--- src/rtl/fifo_rr_ctrl_if.sv ---
// Bundle of source, FIFO and output-stream signals around fifo_rr_ctrl.
// master = the controller side, slave = sources, FIFO and consumer.
interface fifo_rr_ctrl_if #(
   parameter int DATA_W = 8,
   parameter int N_SRC  = 4
);
   logic [N_SRC-1:0]        src_valid;
   logic [N_SRC*DATA_W-1:0] src_data;
   logic [N_SRC-1:0]        src_ready;
   logic                    fifo_wr;
   logic [DATA_W-1:0]       fifo_wr_data;
   logic                    fifo_full;
   logic                    fifo_rd;
   logic [DATA_W-1:0]       fifo_rd_data;
   logic                    fifo_empty;
   logic                    out_valid;
   logic [DATA_W-1:0]       out_data;
   logic                    out_ready;

   modport master (
      input  src_valid, src_data, fifo_full, fifo_rd_data, fifo_empty, out_ready,
      output src_ready, fifo_wr, fifo_wr_data, fifo_rd, out_valid, out_data
   );

   modport slave (
      output src_valid, src_data, fifo_full, fifo_rd_data, fifo_empty, out_ready,
      input  src_ready, fifo_wr, fifo_wr_data, fifo_rd, out_valid, out_data
   );
endinterface

--- src/rtl/fifo_rr_ctrl.sv ---
// Round-robin write arbiter into a shared FIFO plus a two-entry read
// sequencer turning the FIFO's 1-cycle read latency into a valid/ready stream.
module fifo_rr_ctrl #(
   parameter int DATA_W = 8,
   parameter int N_SRC  = 4,
   parameter int SRC_W  = $clog2(N_SRC)
) (
   input  logic          clk,
   input  logic          rst,
   fifo_rr_ctrl_if.master bus
);
   logic [SRC_W-1:0]  r_rr_ptr;
   logic [SRC_W-1:0]  w_grant;
   logic [SRC_W-1:0]  w_ptr_nxt;
   logic              w_found;
   logic              w_wr;
   int unsigned       w_idx;

   logic [1:0]        r_occ;
   logic              r_inflight;
   logic              r_head;
   logic              r_tail;
   logic [DATA_W-1:0] r_buf [2];
   logic              w_pop;
   logic              w_rd;
   logic [2:0]        w_level;

   always_comb begin
      w_found = 1'b0;
      w_grant = '0;
      w_idx   = 0;
      for (int unsigned k = 0; k < N_SRC; k++) begin
         w_idx = (k + 32'(r_rr_ptr)) % 32'(N_SRC);
         if (!w_found && bus.src_valid[SRC_W'(w_idx)]) begin
            w_found = 1'b1;
            w_grant = SRC_W'(w_idx);
         end
      end
      // Gating with rst keeps the strobes low while the FIFO itself is held in reset.
      w_wr      = w_found && !bus.fifo_full && !rst;
      w_ptr_nxt = (w_grant == SRC_W'(N_SRC - 1)) ? '0 : w_grant + SRC_W'(1);
   end

   assign bus.src_ready    = w_wr ? (N_SRC'(1) << w_grant) : '0;
   assign bus.fifo_wr      = w_wr;
   assign bus.fifo_wr_data = w_wr ? bus.src_data[w_grant*DATA_W +: DATA_W] : '0;

   // Occupancy after this cycle's in-flight push and pop; a read is only
   // issued if its data is guaranteed a buffer slot.
   assign w_pop   = (r_occ != 2'd0) && bus.out_ready;
   assign w_level = {1'b0, r_occ} + {2'b00, r_inflight} - {2'b00, w_pop};
   assign w_rd    = !rst && !bus.fifo_empty && (w_level < 3'd2);

   assign bus.fifo_rd   = w_rd;
   assign bus.out_valid = (r_occ != 2'd0);
   assign bus.out_data  = r_buf[r_head];

   always_ff @(posedge clk or posedge rst) begin
      if (rst) begin
         r_rr_ptr   <= '0;
         r_occ      <= '0;
         r_inflight <= 1'b0;
         r_head     <= 1'b0;
         r_tail     <= 1'b0;
         r_buf[0]   <= '0;
         r_buf[1]   <= '0;
      end else begin
         r_inflight <= w_rd;
         r_occ      <= w_level[1:0];
         if (w_wr) r_rr_ptr <= w_ptr_nxt;
         if (r_inflight) begin
            r_buf[r_tail] <= bus.fifo_rd_data;
            r_tail        <= ~r_tail;
         end
         if (w_pop) r_head <= ~r_head;
      end
   end
endmodule

--- src/flat_wrapper.sv ---
// flat-port wrapper written by rule: the top's interface ports become plain ports
module fifo_rr_ctrl_flat 
#(
   parameter int DATA_W = 8,
   parameter int N_SRC  = 4,
   parameter int SRC_W  = $clog2(N_SRC)
)
  (clk, rst, bus_src_valid, bus_src_data, bus_fifo_full, bus_fifo_rd_data, bus_fifo_empty, bus_out_ready, bus_src_ready, bus_fifo_wr, bus_fifo_wr_data, bus_fifo_rd, bus_out_valid, bus_out_data);
  fifo_rr_ctrl_if #(.DATA_W(DATA_W), .N_SRC(N_SRC)) bus_i ();
  input  logic clk;
  input  logic rst;
  input wire logic [$bits(bus_i.src_valid)-1:0] bus_src_valid;
  input wire logic [$bits(bus_i.src_data)-1:0] bus_src_data;
  input wire logic [$bits(bus_i.fifo_full)-1:0] bus_fifo_full;
  input wire logic [$bits(bus_i.fifo_rd_data)-1:0] bus_fifo_rd_data;
  input wire logic [$bits(bus_i.fifo_empty)-1:0] bus_fifo_empty;
  input wire logic [$bits(bus_i.out_ready)-1:0] bus_out_ready;
  output wire logic [$bits(bus_i.src_ready)-1:0] bus_src_ready;
  output wire logic [$bits(bus_i.fifo_wr)-1:0] bus_fifo_wr;
  output wire logic [$bits(bus_i.fifo_wr_data)-1:0] bus_fifo_wr_data;
  output wire logic [$bits(bus_i.fifo_rd)-1:0] bus_fifo_rd;
  output wire logic [$bits(bus_i.out_valid)-1:0] bus_out_valid;
  output wire logic [$bits(bus_i.out_data)-1:0] bus_out_data;
  assign bus_i.src_valid = bus_src_valid;
  assign bus_i.src_data = bus_src_data;
  assign bus_i.fifo_full = bus_fifo_full;
  assign bus_i.fifo_rd_data = bus_fifo_rd_data;
  assign bus_i.fifo_empty = bus_fifo_empty;
  assign bus_i.out_ready = bus_out_ready;
  assign bus_src_ready = bus_i.src_ready;
  assign bus_fifo_wr = bus_i.fifo_wr;
  assign bus_fifo_wr_data = bus_i.fifo_wr_data;
  assign bus_fifo_rd = bus_i.fifo_rd;
  assign bus_out_valid = bus_i.out_valid;
  assign bus_out_data = bus_i.out_data;
  fifo_rr_ctrl #(.DATA_W(DATA_W), .N_SRC(N_SRC), .SRC_W(SRC_W)) u_core (.clk(clk), .rst(rst), .bus(bus_i));
endmodule
--- config.mk ---
export PLATFORM = sky130hd
export DESIGN_NAME = fifo_rr_ctrl_flat
export DESIGN_NICKNAME = d
export VERILOG_FILES = /design/src/rtl/fifo_rr_ctrl_if.sv /design/src/rtl/fifo_rr_ctrl.sv /design/src/flat_wrapper.sv
export SDC_FILE = /design/constraint.sdc
export NUM_CORES = 1
export LEC_CHECK = 0
export ABC_AREA = 1
export BUFFER_PORTS_ARGS = -buffer_cell sky130_fd_sc_hd__clkbuf_2
export CAP_MARGIN = 40
export CORE_ASPECT_RATIO = 1.2
export CORE_UTILIZATION = 55
export CTS_BUF_LIST = sky130_fd_sc_hd__clkbuf_4 sky130_fd_sc_hd__clkbuf_8
export DETAILED_ROUTE_END_ITERATION = 8
export GPL_TIMING_DRIVEN = 0
export MAX_ROUTING_LAYER = met4
export PLACE_DENSITY_LB_ADDON = 0.12
export SLEW_MARGIN = 20
export SYNTH_ARGS = -nofsm -noshare
export SYNTH_HDL_FRONTEND = slang
export SYNTH_SLANG_ARGS = --single-unit
--- constraint.sdc ---
create_clock -name clk -period 5.95 [get_ports clk]
set_input_delay 0.2975 -clock clk [delete_from_list [all_inputs] [get_ports clk]]
set_output_delay 0.2975 -clock clk [all_outputs]
set_load 0.02 [all_outputs]
======== Word level (Yosys, flattened, before mapping) ========
Cells that the tools add are included.
storage, ports and cells
  flip-flop bits (word level) ............. 23
  input port bits ......................... 49
  output and inout bits ................... 23
  logic and storage cells ................. 69
operators by class
  $add $sub $neg .......................... 6
  magnitude comparators ................... 8
  eq/ne operators ......................... 1
  shift-type cells ........................ 2
  muxes and demuxes ....................... 25
  bitwise operators ....................... 4
  reductions and logical operators ........ 16
operators by type and width
  cell                                                                   count
  8-bit two-way mux                                                      5
  32-bit by 6-bit indexed part select with 8-bit output                  1
  16-bit bitwise mux                                                     1
  2-bit by 3-bit < comparator with 1-bit output (second input constant)  4
  2-bit two-way mux                                                      5
  1-bit logical AND                                                      9
  1-bit binary-select mux with 2-bit select                              4
  8-bit demux with 1-bit select                                          1
  1-bit two-way mux                                                      8
  1-bit logical NOT                                                      6
  2-bit adder (first input constant)                                     2
  2-bit greater-or-equal comparator (second input constant)              2
  4-bit two-way mux                                                      1
  1-bit inverter with 2-bit output                                       2
  1-bit by 2-bit left shift with 4-bit output (first input constant)     1
  2-bit by 1-bit adder with 3-bit output                                 1
  3-bit by 2-bit < comparator with 1-bit output (second input constant)  1
  3-bit by 1-bit subtractor with 3-bit output                            1
  1-bit by 2-bit adder with 2-bit output (first input constant)          1
  2-bit by 1-bit adder with 2-bit output (second input constant)         1
  2-bit equality test (second input constant)                            1
  2-bit by 1-bit < comparator with 1-bit output (second input constant)  1
  1-bit inverter                                                         2
  2-bit nonzero test                                                     1

======== Depth between registers and ports, before layout ========
  depth in word-level cells ............... 15
  gate-level depth with buffers ........... 14
  mapped depth without buffers ............ 13

======== Worst setup path before layout ========
OpenSTA, ideal clock, no wires.
  path kind ............................... register to output
  start ................................... register u_core.r_occ[1]
  end ..................................... output port bus_fifo_rd
  arrival time ............................ 2.447 ns
  data required time ...................... 5.653 ns
  setup slack ............................. 3.205 ns
  stages on the path, launching flop included .. 10
  buffers on the path ..................... 0
  cells stage by stage .................... dfrtp_1 > inv_1 > nand2_1 > nand2_1 > inv_1 > ha_1 > inv_1 > ha_1 > fa_1 > nor4_1
on the way
  longest elaborated chain between the ends .. 5
  elaborated cells on any way between the ends .. 6
  those cells by class .................... 2 x add/sub; 1 x order compare; 3 x reduce/logical
ends and longest elaborated chain
  what                                           RTL line            RTL
  from (decl)                                    fifo_rr_ctrl.sv:19  logic [1:0] r_occ;
  from (signal assigned)                         fifo_rr_ctrl.sv:69  r_occ <= w_level[1:0];
  2-bit nonzero test                             -
  named net bus_out_valid                        flat_wrapper.sv:22  output wire logic [$bits(bus_i.out_valid)-1:0] bus_out_valid;
  1-bit logical AND                              fifo_rr_ctrl.sv:50  assign w_pop = (r_occ != 2'd0) && bus.out_ready;
  named net u_core.w_pop                         fifo_rr_ctrl.sv:24  logic w_pop;
  3-bit by 1-bit subtractor with 3-bit output    fifo_rr_ctrl.sv:51  assign w_level = {1'b0, r_occ} + {2'b00, r_inflight} - {2'b00, w_pop};
  named net u_core.w_level[1]                    fifo_rr_ctrl.sv:26  logic [2:0] w_level;
  3-bit by 2-bit < comparator with 1-bit output  fifo_rr_ctrl.sv:52  assign w_rd = !rst && !bus.fifo_empty && (w_level < 3'd2);
  1-bit logical AND                              fifo_rr_ctrl.sv:52
  to (decl)                                      flat_wrapper.sv:21  output wire logic [$bits(bus_i.fifo_rd)-1:0] bus_fifo_rd;
The timed path passes the listed nets, and every way through them passes these cells.

======== Worst setup path after layout ========
  start ................................... register u_core.r_occ[1]
  end ..................................... output port bus_fifo_rd
on the way
  longest elaborated chain between the ends .. 5
  elaborated cells on any way between the ends .. 6
  those cells by class .................... 2 x add/sub; 1 x order compare; 3 x reduce/logical
ends and longest elaborated chain
  what                                           RTL line
  2-bit nonzero test                             fifo_rr_ctrl.sv:50
  1-bit logical AND                              fifo_rr_ctrl.sv:50
  named net u_core.w_pop                         fifo_rr_ctrl.sv:24
  3-bit by 1-bit subtractor with 3-bit output    fifo_rr_ctrl.sv:51
  named net u_core.w_level[1]                    fifo_rr_ctrl.sv:26
  3-bit by 2-bit < comparator with 1-bit output  fifo_rr_ctrl.sv:52
  1-bit logical AND                              fifo_rr_ctrl.sv:52
The timed path passes the listed nets, and every way through them passes these cells.

==> results.sh <==
export IMPL_post_drt_via_cell_ratio=4.80
export IMPL_arrival_time_at_the_worst_endpoint_ps=2520
export IMPL_cts_made_buffers=3
export IMPL_clock_path_buffers=2
export IMPL_crit_path_cell_trace="inv_1, nand2_1, nand2_1, inv_1, ha_1, inv_1, ha_1, fa_1, nor4_1, clkbuf_2"
export IMPL_yosysTopAreaCell="sky130_fd_sc_hd__dfrtp_1"
export IMPL_drv_max_cap_violation_count=0
export IMPL_die_x_um=55.5
export IMPL_grt_util_overall_pct=24.2
export IMPL_finalCoreUtilization_pct=74.1
export IMPL_crit_path_top_delay_cell="sky130_fd_sc_hd__fa_1"
export IMPL_place_congestion=0.838
export IMPL_critPathCaptureType="output pin"
export IMPL_rows=22
export IMPL_routed_top_layer="met4"
export IMPL_syn_inst=274
export IMPL_worst_setup_hold_path_clk_slew_ps=110
export IMPL_period_minus_slack_ps=2820
export IMPL_post_synth_cell_area_avg_um2=6.90
export IMPL_total_switching_power_mw=0.772
export IMPL_slew_violations=0
export IMPL_synth_sequential_area_ratio_pct=30.4
export IMPL_status="finished, final reports clean"
export IMPL_layout_nets=408
export IMPL_grt_setup_unrepaired="false"
export IMPL_clockRootBuffer="sky130_fd_sc_hd__clkbuf_4"
export IMPL_detail_route_antenna_nets=0
export IMPL_cts_resized=0
export IMPL_power_density_over_the_cells_nw_per_um2=599
export IMPL_hold_slack_ps=153
export IMPL_path_class="reg -> out"
export IMPL_sw_frac_of_total_pct=55.0
export IMPL_ir_drop_v=0.000445
export IMPL_layout_cell_area_non_filler_um2=2340
export IMPL_total_area_of_multi_input_combinational_cells_um2=1060
export IMPL_drt_iter0_markers=81
export IMPL_holdBufCountCts=1
export IMPL_clock_power_share_pct=4.9
export IMPL_ys_types=30
export IMPL_antenna_found_initial=0
export IMPL_total_area_of_sequential_cells_um2=576
export IMPL_route_vias_total=1857
export IMPL_critical_path_max_fanout=2
export IMPL_final_hold_violation_count=0
export IMPL_layout_worst_path_cycle_share_pct=47.4
export IMPL_insertedDiodeCount=0
export IMPL_least_margin_pin_slew_ps=478
export IMPL_critical_path_top_cell_by_count="sky130_fd_sc_hd__inv_1"
export IMPL_largest_cells_by_area_after_synthesis="sky130_fd_sc_hd__dfrtp_1 (30%), sky130_fd_sc_hd__nand2_1 (16%), sky130_fd_sc_hd__inv_1 (10%)"
export IMPL_synthesis_yosys_warnings=0
export IMPL_pin_count=72
export IMPL_worst_slew_margin_rel_pct=68.1
export IMPL_top_cell_type_s_share_of_synthesized_area_pct=30.4
export IMPL_critPathBufInv=4
export IMPL_die_area_um2=3680
export IMPL_route_layer_met1_wl_mm=1.66
export IMPL_combPwrFrac_pct=74.9
export IMPL_synth_edff_count=0
export IMPL_place_area_um2=2310
export IMPL_dr_pass1_iters=4
export IMPL_finClkSkew_ps=6.39
export IMPL_critical_path_top_delay_family="adder cells"
export IMPL_drt_wl_total_mm=3.98
export IMPL_io_buffer_count=71
export IMPL_drive_gt1_share_pct=31.6
export IMPL_finalSetupViolCount=0
export IMPL_placeableCoreArea_um2=3170
export IMPL_mappedNetlistArea_um2=1890
export IMPL_cts_tree="built"
export IMPL_numClockSinks=23
export IMPL_cts_post_setup_buffers_inserted=0
export IMPL_synth_main_ff_cell="sky130_fd_sc_hd__dfrtp_1"
export IMPL_synth_most_common_cell="sky130_fd_sc_hd__nand2_1"
export IMPL_routed_wl_met2_mm=2.12
export IMPL_wl_met3_um=152
export IMPL_ctsHtreeMaxLevel=1
export IMPL_synth_cells_most_frequent="sky130_fd_sc_hd__nand2_1 (82), sky130_fd_sc_hd__inv_1 (52), sky130_fd_sc_hd__nand3_1 (27), sky130_fd_sc_hd__dfrtp_1 (23), sky130_fd_sc_hd__o21ai_0 (17)"
export IMPL_setup_tns_final_ps=0
export IMPL_worst_endpoint_required_ps=5650
export IMPL_first_global_vias=1717
export IMPL_hp_class="in -> reg"
export IMPL_grt_start_max_net_pins=14
export IMPL_starting_density_pct=59.8
export IMPL_fp_dieH_um=66.2
export IMPL_crit_path_start_kind="flip-flop"
export IMPL_internal_power_mw=0.631
export IMPL_seq_power_share_pct=20.1
export IMPL_grt_first_pass_wirelength_mm=6.98
export IMPL_grt_ovfl_total=0
export IMPL_postSynthNetCount=330
export IMPL_critical_path_max_stage_delay_ps=470
export IMPL_synth_ff_latch_count=23
export IMPL_half_perimeter_wire_length_of_the_detailed_placement_result_mm=3.18
export IMPL_route_detailed_wl_per_inst_um=10.3
export IMPL_leakage_power_of_the_design_nw=1.43
export IMPL_ys_async_sr_fraction_pct=100
export IMPL_area_growth_pct=23.9
export IMPL_clk_insertion_delay_late_ps=310
export IMPL_achievable_frequency_ghz=0.355
export IMPL_fill_cells=289
export IMPL_drc=0
worst reg2reg max path: stages (launching register included):
cell                      delay (ps)
sky130_fd_sc_hd__dfrtp_1         460
sky130_fd_sc_hd__inv_2           120
sky130_fd_sc_hd__nand2_1          70
sky130_fd_sc_hd__nand2_2         130
sky130_fd_sc_hd__nand2_1          70
sky130_fd_sc_hd__nand2_1         110
sky130_fd_sc_hd__nor2_2           60
sky130_fd_sc_hd__nor2_4          130
sky130_fd_sc_hd__nand2_8          90
sky130_fd_sc_hd__nand2_8          90
sky130_fd_sc_hd__buf_6           170
sky130_fd_sc_hd__inv_1            90
sky130_fd_sc_hd__ha_1            300
sky130_fd_sc_hd__nand2_1          60
sky130_fd_sc_hd__o21ai_0          70
flip-flops by register name (all words and copies together), names as in the netlist:
| register | cells |
|---|---|
| u_core.r_buf | 16 |
| u_core.r_head | 1 |
| u_core.r_inflight | 1 |
| u_core.r_occ | 2 |
| u_core.r_rr_ptr | 2 |
| u_core.r_tail | 1 |
layout make-up:
| cell class | count | share of cell area (%) |
|---|---|---|
| Timing Repair Buffer | 73 | 16.2 |
| Clock inverter | 1 | 0.213 |
| Multi-Input combinational cell | 187 | 45.1 |
| Inverter | 56 | 8.96 |
| Clock buffer | 3 | 0.961 |
| Buffer | 8 | 2.08 |
| Sequential cell | 23 | 24.5 |
| Tap cell | 36 | 1.92 |
placed cells by master (no fill, tap or decap):
cell                             n
sky130_fd_sc_hd__buf_6           2
sky130_fd_sc_hd__nor4_1          1
sky130_fd_sc_hd__a21oi_2         1
sky130_fd_sc_hd__ha_1            6
sky130_fd_sc_hd__nand3b_1        9
sky130_fd_sc_hd__nand3_1        27
sky130_fd_sc_hd__nor2_1          4
sky130_fd_sc_hd__a21oi_1         8
sky130_fd_sc_hd__xnor2_1         1
sky130_fd_sc_hd__nand2_1        82
sky130_fd_sc_hd__o21ai_0        17
sky130_fd_sc_hd__dfrtp_1        23
sky130_fd_sc_hd__clkbuf_1        3
sky130_fd_sc_hd__xor2_1          2
sky130_fd_sc_hd__nand2_4         5
sky130_fd_sc_hd__nand2_8         2
sky130_fd_sc_hd__o21ai_2         1
sky130_fd_sc_hd__buf_2           3
sky130_fd_sc_hd__dlygate4sd3_1   1
sky130_fd_sc_hd__clkinv_2        1
sky130_fd_sc_hd__inv_2           3
sky130_fd_sc_hd__nor2_8          1
sky130_fd_sc_hd__inv_1          52
sky130_fd_sc_hd__nor2_2          1
sky130_fd_sc_hd__clkbuf_2       71
sky130_fd_sc_hd__nand2_2        11
sky130_fd_sc_hd__fa_1            1
sky130_fd_sc_hd__clkbuf_4        3
sky130_fd_sc_hd__buf_8           1
sky130_fd_sc_hd__nand3_2         3
sky130_fd_sc_hd__nor2_4          1
sky130_fd_sc_hd__o21ai_1         1
sky130_fd_sc_hd__clkinv_1        1
sky130_fd_sc_hd__nand4_1         1
sky130_fd_sc_hd__nand3_4         1
routing by layer:
| layer | vias to the layer above | global-route usage (%) |
|---|---|---|
| li1 | 996 | - |
| met1 | 814 | 26.4 |
| met2 | 43 | 46.2 |
| met3 | 4 | 2.15 |
| met4 | 0 | 7.81 |
| met5 | - | - |
metrics by stage:
stage	worst slack (ps)	cells	power (mW)
floorplan	3210	274	1.11
global placement	3500	381	1.32
detailed placement	3460	382	1.34
CTS	3110	387	1.42
global route	3000	387	1.56
finish	3130	387	1.40
cell families (layout without fill, tap and decap cells):
kind of cell	after synthesis	in the layout	synth area share, %
XOR/XNOR	3	3	1.39
buffers and inverters	64	141	13.7
flip-flops	23	23	30.4
AND/OR/NAND/NOR	149	149	41.7
AO/OA/AOI/OAI	28	28	7.80
adder cells (fa/ha/maj)	7	7	5.03
power groups by stage:
stage / registers [mW] / logic (mW) / clock network [mW]
floorplan: 0.275 / 0.832 / 0
global placement: 0.282 / 1.04 / 0
detailed placement: 0.285 / 1.06 / 0
CTS: 0.282 / 1.06 / 0.0719
global route: 0.291 / 1.19 / 0.0747
finish: 0.283 / 1.05 / 0.0692
final timing paths:
kind                                    startpoint                 end  slack, ps  cells past startpoint
worst max-delay path               u_core.r_occ[1]         bus_fifo_rd       3130                     10
worst min-delay path                bus_fifo_empty   u_core.r_inflight        150                      2
worst max register to register  u_core.r_rr_ptr[1]  u_core.r_rr_ptr[1]       3810                     14
worst min register to register    u_core.r_buf[14]    u_core.r_buf[14]        500                      2
max in group asynchronous                      rst     u_core.r_buf[2]       4970                      4
min in group asynchronous                      rst    u_core.r_buf[11]        540                      3
No activity file was read; power rests on OpenSTA's default activity.
